==> src/rtl/rf_ppm_decoder_if.sv <==
// Decoder-side bundle: frame strobe and RF level in, decoded word out on valid/ready, plus status pulses.
interface rf_ppm_decoder_if #(
    parameter int WORD_W = 8,
    parameter int CNT_W  = 14
);
    logic              frame_stb;
    logic              rf_evt;
    logic              data_ready;
    logic [WORD_W-1:0] data_out;
    logic              data_valid;
    logic              overflow;
    logic              frame_err;
    logic [1:0]        err_code;
    logic [CNT_W-1:0]  pos_last;

    modport master (
        output frame_stb, rf_evt, data_ready,
        input  data_out, data_valid, overflow, frame_err, err_code, pos_last
    );

    modport slave (
        input  frame_stb, rf_evt, data_ready,
        output data_out, data_valid, overflow, frame_err, err_code, pos_last
    );
endinterface

==> src/rtl/rf_ppm_decoder.sv <==
// PPM decoder: one RF pulse per strobe frame, early = 0 / late = 1, bits packed MSB first into words.
// Latency: a word is valid 1 clk after the strobe that closes its last frame.
// Backpressure: one-word holding register; a word completing while it is still full is dropped and flagged.
module rf_ppm_decoder #(
    parameter int WORD_W     = 8,
    parameter int CNT_W      = 14,
    parameter int BIT_THRESH = 5000
) (
    input  logic            clk,
    input  logic            rst,
    rf_ppm_decoder_if.slave bus
);

    localparam int BC_W = $clog2(WORD_W + 1);
    localparam logic [CNT_W-1:0] CNT_MAX = '1;

    typedef enum logic [1:0] {
        S_IDLE,
        S_WAIT,
        S_GOT,
        S_DBL
    } state_t;

    state_t            state_q, state_d;
    logic [CNT_W-1:0]  cnt_q, cnt_d;
    logic              rf_q, rf_d;
    logic [CNT_W-1:0]  pos_q, pos_d;
    logic [CNT_W-1:0]  pos_last_q, pos_last_d;
    logic [WORD_W-2:0] shreg_q, shreg_d;
    logic [BC_W-1:0]   bit_cnt_q, bit_cnt_d;
    logic [WORD_W-1:0] data_q, data_d;
    logic              valid_q, valid_d;
    logic              ovf_q, ovf_d;
    logic              ferr_q, ferr_d;
    logic [1:0]        err_code_q, err_code_d;

    logic              edge_det;
    logic              new_bit;
    logic              word_done;
    logic              hs;
    logic [WORD_W-1:0] shifted;

    always_comb begin
        state_d    = state_q;
        rf_d       = bus.rf_evt;
        pos_d      = pos_q;
        pos_last_d = pos_last_q;
        shreg_d    = shreg_q;
        bit_cnt_d  = bit_cnt_q;
        data_d     = data_q;
        valid_d    = valid_q;
        ovf_d      = 1'b0;
        ferr_d     = 1'b0;
        err_code_d = err_code_q;
        word_done  = 1'b0;

        edge_det = bus.rf_evt & ~rf_q;
        new_bit  = (32'(pos_q) >= BIT_THRESH);
        shifted  = {shreg_q, new_bit};
        hs       = valid_q & bus.data_ready;

        // The counter value seen during a cycle is the position of that cycle; the strobe cycle is 0.
        if (bus.frame_stb) begin
            cnt_d = '0;
        end else if (cnt_q == CNT_MAX) begin
            cnt_d = cnt_q;
        end else begin
            cnt_d = cnt_q + CNT_W'(1);
        end

        if (hs) begin
            valid_d = 1'b0;
        end

        if (bus.frame_stb) begin
            // Close the finishing frame first, then open the new one.
            unique case (state_q)
                S_WAIT: begin
                    ferr_d     = 1'b1;
                    err_code_d = 2'b01;
                    bit_cnt_d  = '0;
                    shreg_d    = '0;
                end
                S_GOT: begin
                    if (bit_cnt_q == BC_W'(WORD_W - 1)) begin
                        word_done = 1'b1;
                        bit_cnt_d = '0;
                        shreg_d   = '0;
                    end else begin
                        bit_cnt_d = bit_cnt_q + BC_W'(1);
                        shreg_d   = shifted[WORD_W-2:0];
                    end
                end
                S_DBL: begin
                    ferr_d     = 1'b1;
                    err_code_d = 2'b10;
                    bit_cnt_d  = '0;
                    shreg_d    = '0;
                end
                default: ;
            endcase

            if (edge_det) begin
                state_d    = S_GOT;
                pos_d      = '0;
                pos_last_d = '0;
            end else begin
                state_d = S_WAIT;
            end
        end else if (edge_det) begin
            unique case (state_q)
                S_WAIT: begin
                    state_d    = S_GOT;
                    pos_d      = cnt_d;
                    pos_last_d = cnt_d;
                end
                S_GOT:   state_d = S_DBL;
                default: ;
            endcase
        end

        // A word being consumed this cycle frees the holding register for the new one.
        if (word_done) begin
            if (!valid_q || hs) begin
                data_d  = shifted;
                valid_d = 1'b1;
            end else begin
                ovf_d = 1'b1;
            end
        end
    end

    always_ff @(posedge clk or posedge rst) begin
        if (rst) begin
            state_q    <= S_IDLE;
            cnt_q      <= '0;
            rf_q       <= 1'b0;
            pos_q      <= '0;
            pos_last_q <= '0;
            shreg_q    <= '0;
            bit_cnt_q  <= '0;
            data_q     <= '0;
            valid_q    <= 1'b0;
            ovf_q      <= 1'b0;
            ferr_q     <= 1'b0;
            err_code_q <= 2'b00;
        end else begin
            state_q    <= state_d;
            cnt_q      <= cnt_d;
            rf_q       <= rf_d;
            pos_q      <= pos_d;
            pos_last_q <= pos_last_d;
            shreg_q    <= shreg_d;
            bit_cnt_q  <= bit_cnt_d;
            data_q     <= data_d;
            valid_q    <= valid_d;
            ovf_q      <= ovf_d;
            ferr_q     <= ferr_d;
            err_code_q <= err_code_d;
        end
    end

    assign bus.data_out   = data_q;
    assign bus.data_valid = valid_q;
    assign bus.overflow   = ovf_q;
    assign bus.frame_err  = ferr_q;
    assign bus.err_code   = err_code_q;
    assign bus.pos_last   = pos_last_q;

endmodule

==> src/flat_wrapper.sv <==
// flat-port wrapper written by rule: the top's interface ports become plain ports
module rf_ppm_decoder_flat 
#(
    parameter int WORD_W     = 8,
    parameter int CNT_W      = 14,
    parameter int BIT_THRESH = 5000
)
  (clk, rst, bus_frame_stb, bus_rf_evt, bus_data_ready, bus_data_out, bus_data_valid, bus_overflow, bus_frame_err, bus_err_code, bus_pos_last);
  rf_ppm_decoder_if #(.WORD_W(WORD_W), .CNT_W(CNT_W)) bus_i ();
  input  logic clk;
  input  logic rst;
  input wire logic [$bits(bus_i.frame_stb)-1:0] bus_frame_stb;
  input wire logic [$bits(bus_i.rf_evt)-1:0] bus_rf_evt;
  input wire logic [$bits(bus_i.data_ready)-1:0] bus_data_ready;
  output wire logic [$bits(bus_i.data_out)-1:0] bus_data_out;
  output wire logic [$bits(bus_i.data_valid)-1:0] bus_data_valid;
  output wire logic [$bits(bus_i.overflow)-1:0] bus_overflow;
  output wire logic [$bits(bus_i.frame_err)-1:0] bus_frame_err;
  output wire logic [$bits(bus_i.err_code)-1:0] bus_err_code;
  output wire logic [$bits(bus_i.pos_last)-1:0] bus_pos_last;
  assign bus_i.frame_stb = bus_frame_stb;
  assign bus_i.rf_evt = bus_rf_evt;
  assign bus_i.data_ready = bus_data_ready;
  assign bus_data_out = bus_i.data_out;
  assign bus_data_valid = bus_i.data_valid;
  assign bus_overflow = bus_i.overflow;
  assign bus_frame_err = bus_i.frame_err;
  assign bus_err_code = bus_i.err_code;
  assign bus_pos_last = bus_i.pos_last;
  rf_ppm_decoder #(.WORD_W(WORD_W), .CNT_W(CNT_W), .BIT_THRESH(BIT_THRESH)) u_core (.clk(clk), .rst(rst), .bus(bus_i));
endmodule
==> config.mk <==
export PLATFORM = sky130hd
export DESIGN_NAME = rf_ppm_decoder_flat
export DESIGN_NICKNAME = d
export VERILOG_FILES = /design/src/rtl/rf_ppm_decoder_if.sv /design/src/rtl/rf_ppm_decoder.sv /design/src/flat_wrapper.sv
export SDC_FILE = /design/constraint.sdc
export NUM_CORES = 1
export LEC_CHECK = 0
export ABC_AREA = 0
export BUFFER_PORTS_ARGS = -buffer_cell sky130_fd_sc_hd__buf_2
export CORE_UTILIZATION = 50
export CTS_CLUSTER_DIAMETER = 60
export DETAILED_ROUTE_END_ITERATION = 7
export PLACE_DENSITY = 0.8
export SLEW_MARGIN = 5
export SYNTH_ARGS = -nofsm -noshare
export SYNTH_HDL_FRONTEND = slang
export SYNTH_SLANG_ARGS = --single-unit
==> constraint.sdc <==
create_clock -name clk -period 2.2 [get_ports clk]
set_input_delay 0.33 -clock clk [delete_from_list [all_inputs] [get_ports clk]]
set_output_delay 0.33 -clock clk [all_outputs]
set_load 0.01 [all_outputs]
==> impl_metrics.tcl <==
set metrics [dict create \
    outcome "complete, no violations" \
    leakage_nw 1.34 \
    diodes 0 \
    tightest_slew_ns 0.641 \
    coreArea_um2 4790 \
    tritoncts "built" \
    setup_viol 0 \
    cp.required_ns 2.40 \
    ys_top_cells_by_count "55 x dfrtp_1, 24 x nand2_1, 15 x o21ai_0" \
    drt-total-wl_um 4760 \
    synth_top_area_cell "dfrtp_1" \
    ios 32 \
    dp_cells 324 \
    start_util_pct 52.3 \
    rsz0062_at_grt "no" \
    yosys_warnings 0 \
    rrSetupSlack_ns 0.30 \
    peakVddDrop_v 0.000252 \
    hold_viol_final 0 \
    synth-simple-area-share_pct 20.1 \
    holdCritPathClass "in2async" \
    synth_compound_area_share_pct 14.4 \
    antenna_found_initial 0 \
    yosysMostFrequentCell "dfrtp_1" \
    timing.setup.tns_ns 0 \
    vias_per_cell 5.63 \
    yosysTopAreaCellShare_pct 55.0 \
    grt_use_total_pct 19.5 \
    crit_type "reg2reg" \
    drcViolationCount 0 \
    dr.pass1.iters 4 \
    grt_pass1_vias 1716 \
    post-route-cell-area_um2 2840 \
    fin_skew_ns 0.00535 \
    clock_sinks 55 \
    synthAdderAreaFrac_pct 1.00 \
    report.final.slew_viol_count 0 \
    synthMuxAreaShare_pct 5.25 \
    post_cts_buffers 0 \
    portBuffers 31 \
    synthXorXnorAreaFrac_pct 1.05 \
    clk_latency_ns 0.31 \
    yosys.cell_types.count 46 \
    gp_congestion 0.815 \
    gr-total-overflow 0 \
    cts_made_buffers 5 \
    die_h_um 72.8 \
    crit_arrival_ns 2.10 \
    root_buffer "clkbuf_8" \
    worst_setup_path_start_kind "register" \
    syn_nets 236 \
    hold_buffers 0 \
    ant_nets 0 \
    syn_area_um2 2500 \
    yosysSeqAreaShare_pct 55.0 \
    drt_iter0_markers 85 \
    slew_headroom_pct 57.2 \
    synth-edff-count 0 \
    cp_max_fo 8 \
    wl_per_cell_um 14.3 \
    synth.area.top_cells "dfrtp_1 55%, mux2_2 4.0%, nand2_1 3.6%, o21ai_0 3.0%, a21oi_1 2.8%" \
    ctsResizeCount 0 \
    path_clk_slew_ns 0.10 \
    ys_seq_elements 55 \
    h-tree-depth 2 \
    async_reset_ff_share_pct 100 \
    synthCells 229 \
    grt_pass1_wl_um 7930 \
    holdWs_ns 0.0915 \
    fillerInstances 415 \
    vias 1869 \
    final.period_utilization_pct 86.6 \
    fin_nets 271 \
    worst_setup_path_end_kind "register" \
    hpwl_um 3380 \
    powerDensity_nw_per_um2 618 \
    area_growth_syn_to_layout_pct 13.4 \
    stdcell_count 332 \
    max-clock-path-buffers 2 \
    rows 25 \
    synth.avg_cell_area_um2 10.9 \
    synth_top_family_by_area "simple AND/OR/NAND/NOR gates" \
    max_cap_viol_count 0 \
    max_freq_mhz 525 \
    post_dp_cell_area_um2 2750 \
    drive_above_1_share_pct 24.5 \
    grt_max_degree 31 \
    die_area_um2 5290 \
    die_w_um 72.8 \
    fin_crit_ns 1.90 \
    power_w 0.00176 \
    yosys_most_used_dff "dfrtp_1" \
]
-- registers in the layout, summed over array words and instances (netlist names), 2 cells and up --
register	cells
u_core.cnt_q	14
u_core.state_q	2
u_core.bus.pos_last	14
u_core.bus.err_code	2
u_core.bit_cnt_q	4
u_core.bus.data_out	8
u_core.shreg_q	7
-- metal layers --
metal	vias up	part of all wire (%)	global-route usage, %
met5	-	0	0
met4	0	1.6	7.19
met3	10	3.4	2.90
met2	45	52	34.6
met1	900	43	24.1
li1	914	-	-
-- report_power, final --
| group | total [W] | internal, W | switching [W] |
|---|---|---|---|
| clock | 0.000561 | 0.000228 | 0.000333 |
| sequential | 0.00106 | 0.00104 | 0.0000250 |
| combinational | 0.000132 | 0.0000496 | 0.0000828 |
-- logic make-up (layout without fill, tap and decap cells) --
group                      count (synthesis)  in the layout
xor gates and xnor gates                   3              3
muxes                                     12             12
and+or+nand+nor                           87             87
buffers and inverters                     15             51
AOI/OAI and AO/OA                         55             55
adders and majority gates                  2              2
DFF                                       55             55
-- layout make-up --
class	count	area (um2)	area share, %
sequential	55	1380	48.5
multi-input combinational	159	1050	36.9
timing repair buffer	38	220	7.76
tap	67	83.8	2.95
clock buffer	5	68.8	2.42
clock inverter	3	23.8	0.837
inverter	5	18.8	0.661
-- cell usage in the layout (no fill, tap or decap), types with 2 or more instances in the layout --
cell type / count
a211oi_1: 2
a21oi_1: 14
a22o_1: 7
and3_1: 2
and4_1: 2
buf_2: 31
buf_4: 6
clkbuf_8: 5
clkinvlp_4: 2
dfrtp_1: 55
ha_1: 2
inv_1: 4
mux2_2: 9
mux2i_1: 3
nand2_1: 24
nand2b_1: 2
nand2b_4: 2
nand3_1: 10
nand3b_1: 2
nand4_1: 3
nor2_1: 14
nor3_1: 5
nor4_1: 3
o211ai_1: 3
o21ai_0: 15
o311ai_0: 2
o31ai_1: 4
or3_1: 6
or4_1: 5
xor2_1: 2
-- worst paths after layout --
path | startpoint | cells after the start | to
max in group asynchronous | rst | 3 | u_core.bus.frame_err
max | u_core.cnt_q[0] | 6 | u_core.bus.pos_last[1]
min reg2reg | u_core.bus.pos_last[2] | 2 | u_core.bus.pos_last[2]
min | rst | 2 | u_core.bus.pos_last[2]
min in group clk | bus_rf_evt | 1 | u_core.rf_q
max reg2reg | u_core.cnt_q[0] | 6 | u_core.bus.pos_last[1]
-- worst max-delay path, stage by stage, from the launching register on --
cell,delay (ns)
dfrtp_1,0.40
ha_1,0.24
nand4_2,0.24
nor4_2,0.35
buf_4,0.22
mux2i_1,0.24
o21ai_0,0.10
-- through the flow --
step | setup WS [ns] | utilization [%]
detailed placement | 0.336 | 57.4
finish | 0.296 | 59.3
CTS | 0.314 | 59.3
global route | 0.121 | 59.3
floorplan | 0.518 | -
global placement | 0.391 | 57.4
No activity file was read; power rests on OpenSTA's default activity.
